<file path="config.mk">
export PLATFORM = sky130hd
export DESIGN_NAME = ysyx_ifq
export DESIGN_NICKNAME = d
export VERILOG_FILES = /design/src/rtl/ysyx_ifq_pkg.sv /design/src/rtl/ysyx_ifq_predecode.sv /design/src/rtl/ysyx_ifq.sv
export SDC_FILE = /design/constraint.sdc
export NUM_CORES = 1
export LEC_CHECK = 0
export BUFFER_PORTS_ARGS = -buffer_cell sky130_fd_sc_hd__buf_2
export CAP_MARGIN = 20
export CORE_MARGIN = 2
export CORE_UTILIZATION = 44
export CTS_CLUSTER_SIZE = 25
export DETAILED_ROUTE_END_ITERATION = 8
export GPL_TIMING_DRIVEN = 0
export PLACE_DENSITY = 0.63
export SETUP_SLACK_MARGIN = 0.3
export SKIP_LAST_GASP = 1
export SYNTH_ARGS = -nofsm -noshare
export SYNTH_HDL_FRONTEND = slang
export SYNTH_HIERARCHICAL = 1
export SYNTH_SLANG_ARGS = --single-unit
</file>
<file path="constraint.sdc">
create_clock -name clk -period 3.1 [get_ports clk]
set_clock_uncertainty 0.15 [all_clocks]
set_input_delay 0.155 -clock clk [delete_from_list [all_inputs] [get_ports clk]]
set_output_delay 0.155 -clock clk [all_outputs]
set_load 0.03 [all_outputs]
</file>
<file path="src/rtl/ysyx_ifq_pkg.sv">
// RV32 opcode constants and pre-decode flag layout shared by the IFQ and the IDU.
package ysyx_macro;

  localparam logic [6:0] OP_BRANCH = 7'b1100011;
  localparam logic [6:0] OP_JAL    = 7'b1101111;
  localparam logic [6:0] OP_JALR   = 7'b1100111;
  localparam logic [6:0] OP_LOAD   = 7'b0000011;
  localparam logic [6:0] OP_STORE  = 7'b0100011;
  localparam logic [6:0] OP_SYSTEM = 7'b1110011;

  localparam int PD_BRANCH = 0;
  localparam int PD_JAL    = 1;
  localparam int PD_JALR   = 2;
  localparam int PD_LOAD   = 3;
  localparam int PD_STORE  = 4;
  localparam int PD_SYS    = 5;
  localparam int PD_ILL    = 6;
  localparam int PD_W      = 7;

endpackage

</file>
<file path="src/rtl/ysyx_ifq_predecode.sv">
// Combinational RV32 pre-decoder: low opcode bits of an instruction -> one-hot class flags.
// Only inst[6:0] matters, so the port carries just those bits.
module ysyx_ifq_predecode
  import ysyx_macro::*;
(
  input  logic [6:0]      opcode,
  output logic [PD_W-1:0] pd
);

  always_comb begin
    pd            = '0;
    pd[PD_BRANCH] = (opcode == OP_BRANCH);
    pd[PD_JAL]    = (opcode == OP_JAL);
    pd[PD_JALR]   = (opcode == OP_JALR);
    pd[PD_LOAD]   = (opcode == OP_LOAD);
    pd[PD_STORE]  = (opcode == OP_STORE);
    pd[PD_SYS]    = (opcode == OP_SYSTEM);
    // Every class opcode ends in 2'b11, so ill is naturally exclusive with the rest.
    pd[PD_ILL]    = (opcode[1:0] != 2'b11);
  end

endmodule

</file>
<file path="src/rtl/ysyx_ifq.sv">
// Instruction fetch queue between IFU and IDU: circular FIFO of {pc, inst, pre-decode}
// entries with flush-on-redirect.
module ysyx_ifq
  import ysyx_macro::*;
#(
  parameter int DATA_W     = 32,
  parameter int ADDR_W     = 32,
  parameter int DEPTH_LOG2 = 2
) (
  input  logic                  clk,
  input  logic                  rst,
  input  logic                  prev_valid,
  output logic                  ready_o,
  input  logic [DATA_W-1:0]     inst_i,
  input  logic [ADDR_W-1:0]     pc_i,
  input  logic                  flush_i,
  output logic                  valid_o,
  input  logic                  next_ready,
  output logic [DATA_W-1:0]     inst_o,
  output logic [ADDR_W-1:0]     pc_o,
  output logic [PD_W-1:0]       pd_o,
  output logic [DEPTH_LOG2:0]   count_o
);

  localparam int                  DEPTH    = 1 << DEPTH_LOG2;
  localparam int                  ENT_W    = ADDR_W + DATA_W + PD_W;
  localparam logic [DEPTH_LOG2:0] FULL_CNT = (DEPTH_LOG2 + 1)'(DEPTH);

  logic [ENT_W-1:0]      mem [DEPTH];
  logic [DEPTH_LOG2-1:0] head;
  logic [DEPTH_LOG2-1:0] tail;
  logic [DEPTH_LOG2:0]   count;
  logic [PD_W-1:0]       pd_in;
  logic                  enq;
  logic                  deq;

  ysyx_ifq_predecode u_predecode (
    .opcode (inst_i[6:0]),
    .pd     (pd_in)
  );

  // Handshakes depend only on registered occupancy, never on the far side's ready.
  assign ready_o = (count != FULL_CNT);
  assign valid_o = (count != '0);
  assign enq     = prev_valid & ready_o & ~flush_i;
  assign deq     = valid_o & next_ready & ~flush_i;
  assign count_o = count;

  always_ff @(posedge clk) begin
    if (!rst) begin
      head  <= '0;
      tail  <= '0;
      count <= '0;
    end else if (flush_i) begin
      head  <= '0;
      tail  <= '0;
      count <= '0;
    end else begin
      if (enq) tail <= tail + 1'b1;
      if (deq) head <= head + 1'b1;
      if (enq && !deq)      count <= count + 1'b1;
      else if (deq && !enq) count <= count - 1'b1;
    end
  end

  // Storage is never cleared; the empty check below hides stale contents.
  always_ff @(posedge clk) begin
    if (rst && enq) mem[tail] <= {pc_i, inst_i, pd_in};
  end

  assign {pc_o, inst_o, pd_o} = valid_o ? mem[head] : '0;

endmodule

</file>
==> flow_metrics.env <==
export IMPL_rsz0062_at_grt="true"
export IMPL_multiInputGateArea_sq_mm=0.00246
export IMPL_reg2reg_to="count_o[2]"
export IMPL_place_gp_congestion=0.745
export IMPL_die_h_microns=164
export IMPL_crit_type="flop to output port"
export IMPL_fin_crit_sh_pct=83.6
export IMPL_wl_met2_mm=11.0
export IMPL_maxSlewViolCount=0
export IMPL_synth_fp_nets=590
export IMPL_ys_seq_area_share_pct=77.0
export IMPL_numCtsBuffers=31
export IMPL_rrSetupSlack_ns=0.59
export IMPL_nNetsFinal=840
export IMPL_ff_latch_area_sq_mm=0.00871
export IMPL_endpoint="inst_o[5]"
export IMPL_ys_ff_latch=293
export IMPL_die_w_microns=164
export IMPL_worst_r2r_cell_count=10
export IMPL_fmax_ghz=0.386
export IMPL_cts_htree_levels=1
export IMPL_slew_headroom_pct=57.6
export IMPL_cts_sinks=293
export IMPL_ys_types=37
export IMPL_cts_setup_buffers=0
export IMPL_num_vias=5795
export IMPL_clock_path_buffers=3
export IMPL_rows=58
export IMPL_vias_per_cell=5.17
export IMPL_routed_top_layer="met4"
export IMPL_fin_ws_ns=0.508
export IMPL_worst_pin_slew_ns=0.636
export IMPL_syn_avg_cell_area_sq_um=21.9
export IMPL_worstPathArrival_ns=2.29
export IMPL_ys_top_cells_by_count="edfxtp_1 (284), and2_1 (71), mux4_2 (71)"
export IMPL_dp_cells=993
export IMPL_clkLatencyLatePin_ns=0.53
export IMPL_synth_flop_cell="edfxtp_1"
export IMPL_cp_max_fo=10
export IMPL_first_pass_iters=4
export IMPL_status="complete, no violations"
export IMPL_hp_start="prev_valid"
export IMPL_netlist_instances=515
export IMPL_preCtsSetupSlack_ns=0.576
export IMPL_grt_pass1_vias=6220
export IMPL_clkSlewWorstSetupHoldPaths_ns=0.06
export IMPL_num_io_pins=145
export IMPL_hold_class="input pin to flop"
export IMPL_dp_hpwl_mm=13.3
export IMPL_cap_violations=0
export IMPL_port_buffers=144
export IMPL_core_sq_mm=0.0252
export IMPL_cp_start_kind="flop"
export IMPL_synth_top_area_share_pct=75.4
export IMPL_post_route_min_period_ns=2.59
export IMPL_drive_above_1_share_pct=37.5
export IMPL_synth_top_area_cell="edfxtp_1"
export IMPL_p_leak_nw=4.99
export IMPL_dieArea_sq_mm=0.0270
export IMPL_critPathCaptureType="output port"
export IMPL_fin_area_sq_mm=0.0143
export IMPL_async_flop_share_pct=0
export IMPL_fillers=1926
export IMPL_clockRootBuffer="clkbuf_16"
export IMPL_areaGrowthSynthToFinish_pct=26.8
export IMPL_totalWireLength_mm=22.0
export IMPL_start_util_pct=44.9
export IMPL_antenna_found_initial=1
export IMPL_drt_wirelength_per_cell_microns=19.6
export IMPL_ys_top_cells_by_area="edfxtp_1 (75%), mux4_2 (14%), and2_1 (3.9%)"
export IMPL_synth_edf_count=284
export IMPL_cts_tree="done"
export IMPL_grt_ovfl_total=0
export IMPL_final_antenna_net_count=0
export IMPL_drc_errors=0
export IMPL_ir_drop_uv=514
export IMPL_reg2reg_from="count_o[0]"
export IMPL_wl_met1_mm=9.17
export IMPL_grt_usage_pct=16.6
export IMPL_dr_wl_met3_mm=1.35
export IMPL_drt_iter0_markers=376
export IMPL_netlist_area_sq_mm=0.0113
export IMPL_yosys_warnings=6
export IMPL_grt_max_degree=37
export IMPL_grt_pass1_wl_mm=33.9
export IMPL_setup_violations=0
export IMPL_place_area_sq_mm=0.0126
export IMPL_fin_cells=1120
export IMPL_synth_most_common_cell="edfxtp_1"
export IMPL_final_hold_viol_count=0
export IMPL_required_ns=2.79
export IMPL_powerDensity_mw_per_mm2=616
registers in the layout, summed over array words and instances, names as in the netlist, named ones only:
| signal | count |
|---|---|
| tail | 2 |
| head | 2 |
| count_o | 3 |
| mem | 284 |
metrics by stage:
stage | utilization, % | hold slack, ns | TNS, ns | power (mW)
after global placement | 49.4 | 0.214 | -20.04 | 5.04
after CTS | 56.8 | 0.125 | 0 | 8.92
after global routing | 56.9 | 0.193 | 0 | 9.11
after floorplan | - | 0.104 | 0 | 4.83
after detailed placement | 49.9 | 0.223 | 0 | 5.06
final | 56.9 | 0.163 | 0 | 8.82
layout make-up:
class	count	area share, %
diodes	1	0.0175
clock buffers	42	5.84
multi-input cells	191	17.2
well taps	330	2.88
clock inverters	15	1.53
plain buffers	27	1.07
repair buffers	217	10.6
inverters	4	0.105
flip-flops and latches	293	60.8
power by group:
group	internal, mW	total, mW	switching (mW)
Combinational	0.262	0.649	0.387
Sequential	4.38	4.39	0.0129
Clock	2.37	3.78	1.41
Total	7.02	8.82	1.80
logic make-up (layout without fill, tap and decap cells):
kind of cell	after synthesis	count (layout)	share of synthesized area, %
mux	72	72	14.2
compound gates	7	7	0.454
other cells	0	1	0
buf+inv	31	305	1.36
simple gates	102	102	5.87
flops	293	293	77.0
xor+xnor	4	4	0.310
fa+ha+maj	6	6	0.731
worst max-delay path, stage by stage (launching register included):
cell and delay [ns]:
dfxtp_1 0.30, buf_2 0.25, buf_4 0.30, mux4_2 0.53, and2_1 0.19, buf_2 0.18
what timing repair did:
item / 4_1_cts / 5_1_grt
endpoints found under the hold margin: 286 / 0
endpoints found under the setup margin: 67 / 43
gates resized for setup: 1 / 16
cloned: 0 / 0
hold buffers: 69 / 0
per-layer routing:
layer	up-vias	track usage [%]
met5	-	0
met4	0	3.99
met3	35	2.85
met2	182	28.5
met1	2985	22.2
li1	2593	-
layout by cell type, fill, tap and decap left out, types with 2 or more instances in the layout:
cell / count
buf_2: 146
and2_1: 71
edfxtp_1: 284
and3_4: 4
inv_1: 4
clkbuf_1: 13
ha_1: 5
clkinv_1: 5
nor3_1: 3
a21oi_1: 2
dfxtp_1: 9
xor2_1: 4
buf_4: 7
bufinv_16: 6
dlygate4sd3_1: 69
nand2_1: 3
nand3_1: 2
clkbuf_2: 12
nor2b_1: 2
or3_1: 2
buf_16: 4
clkinv_2: 4
nor2_1: 5
clkbuf_8: 2
nor4_2: 2
clkbuf_16: 31
mux4_2: 71
worst min-delay path by stage:
stage	cells past startpoint	slack, ns	endpoint
final	5	0.16	tail[1]
after global routing	5	0.19	tail[1]
after CTS	5	0.12	tail[1]
after detailed placement	1	0.22	mem[0][49]
after global placement	1	0.21	mem[2][16]
after floorplan	0	0.10	mem[0][10]
(Power assumes the default switching activity.)
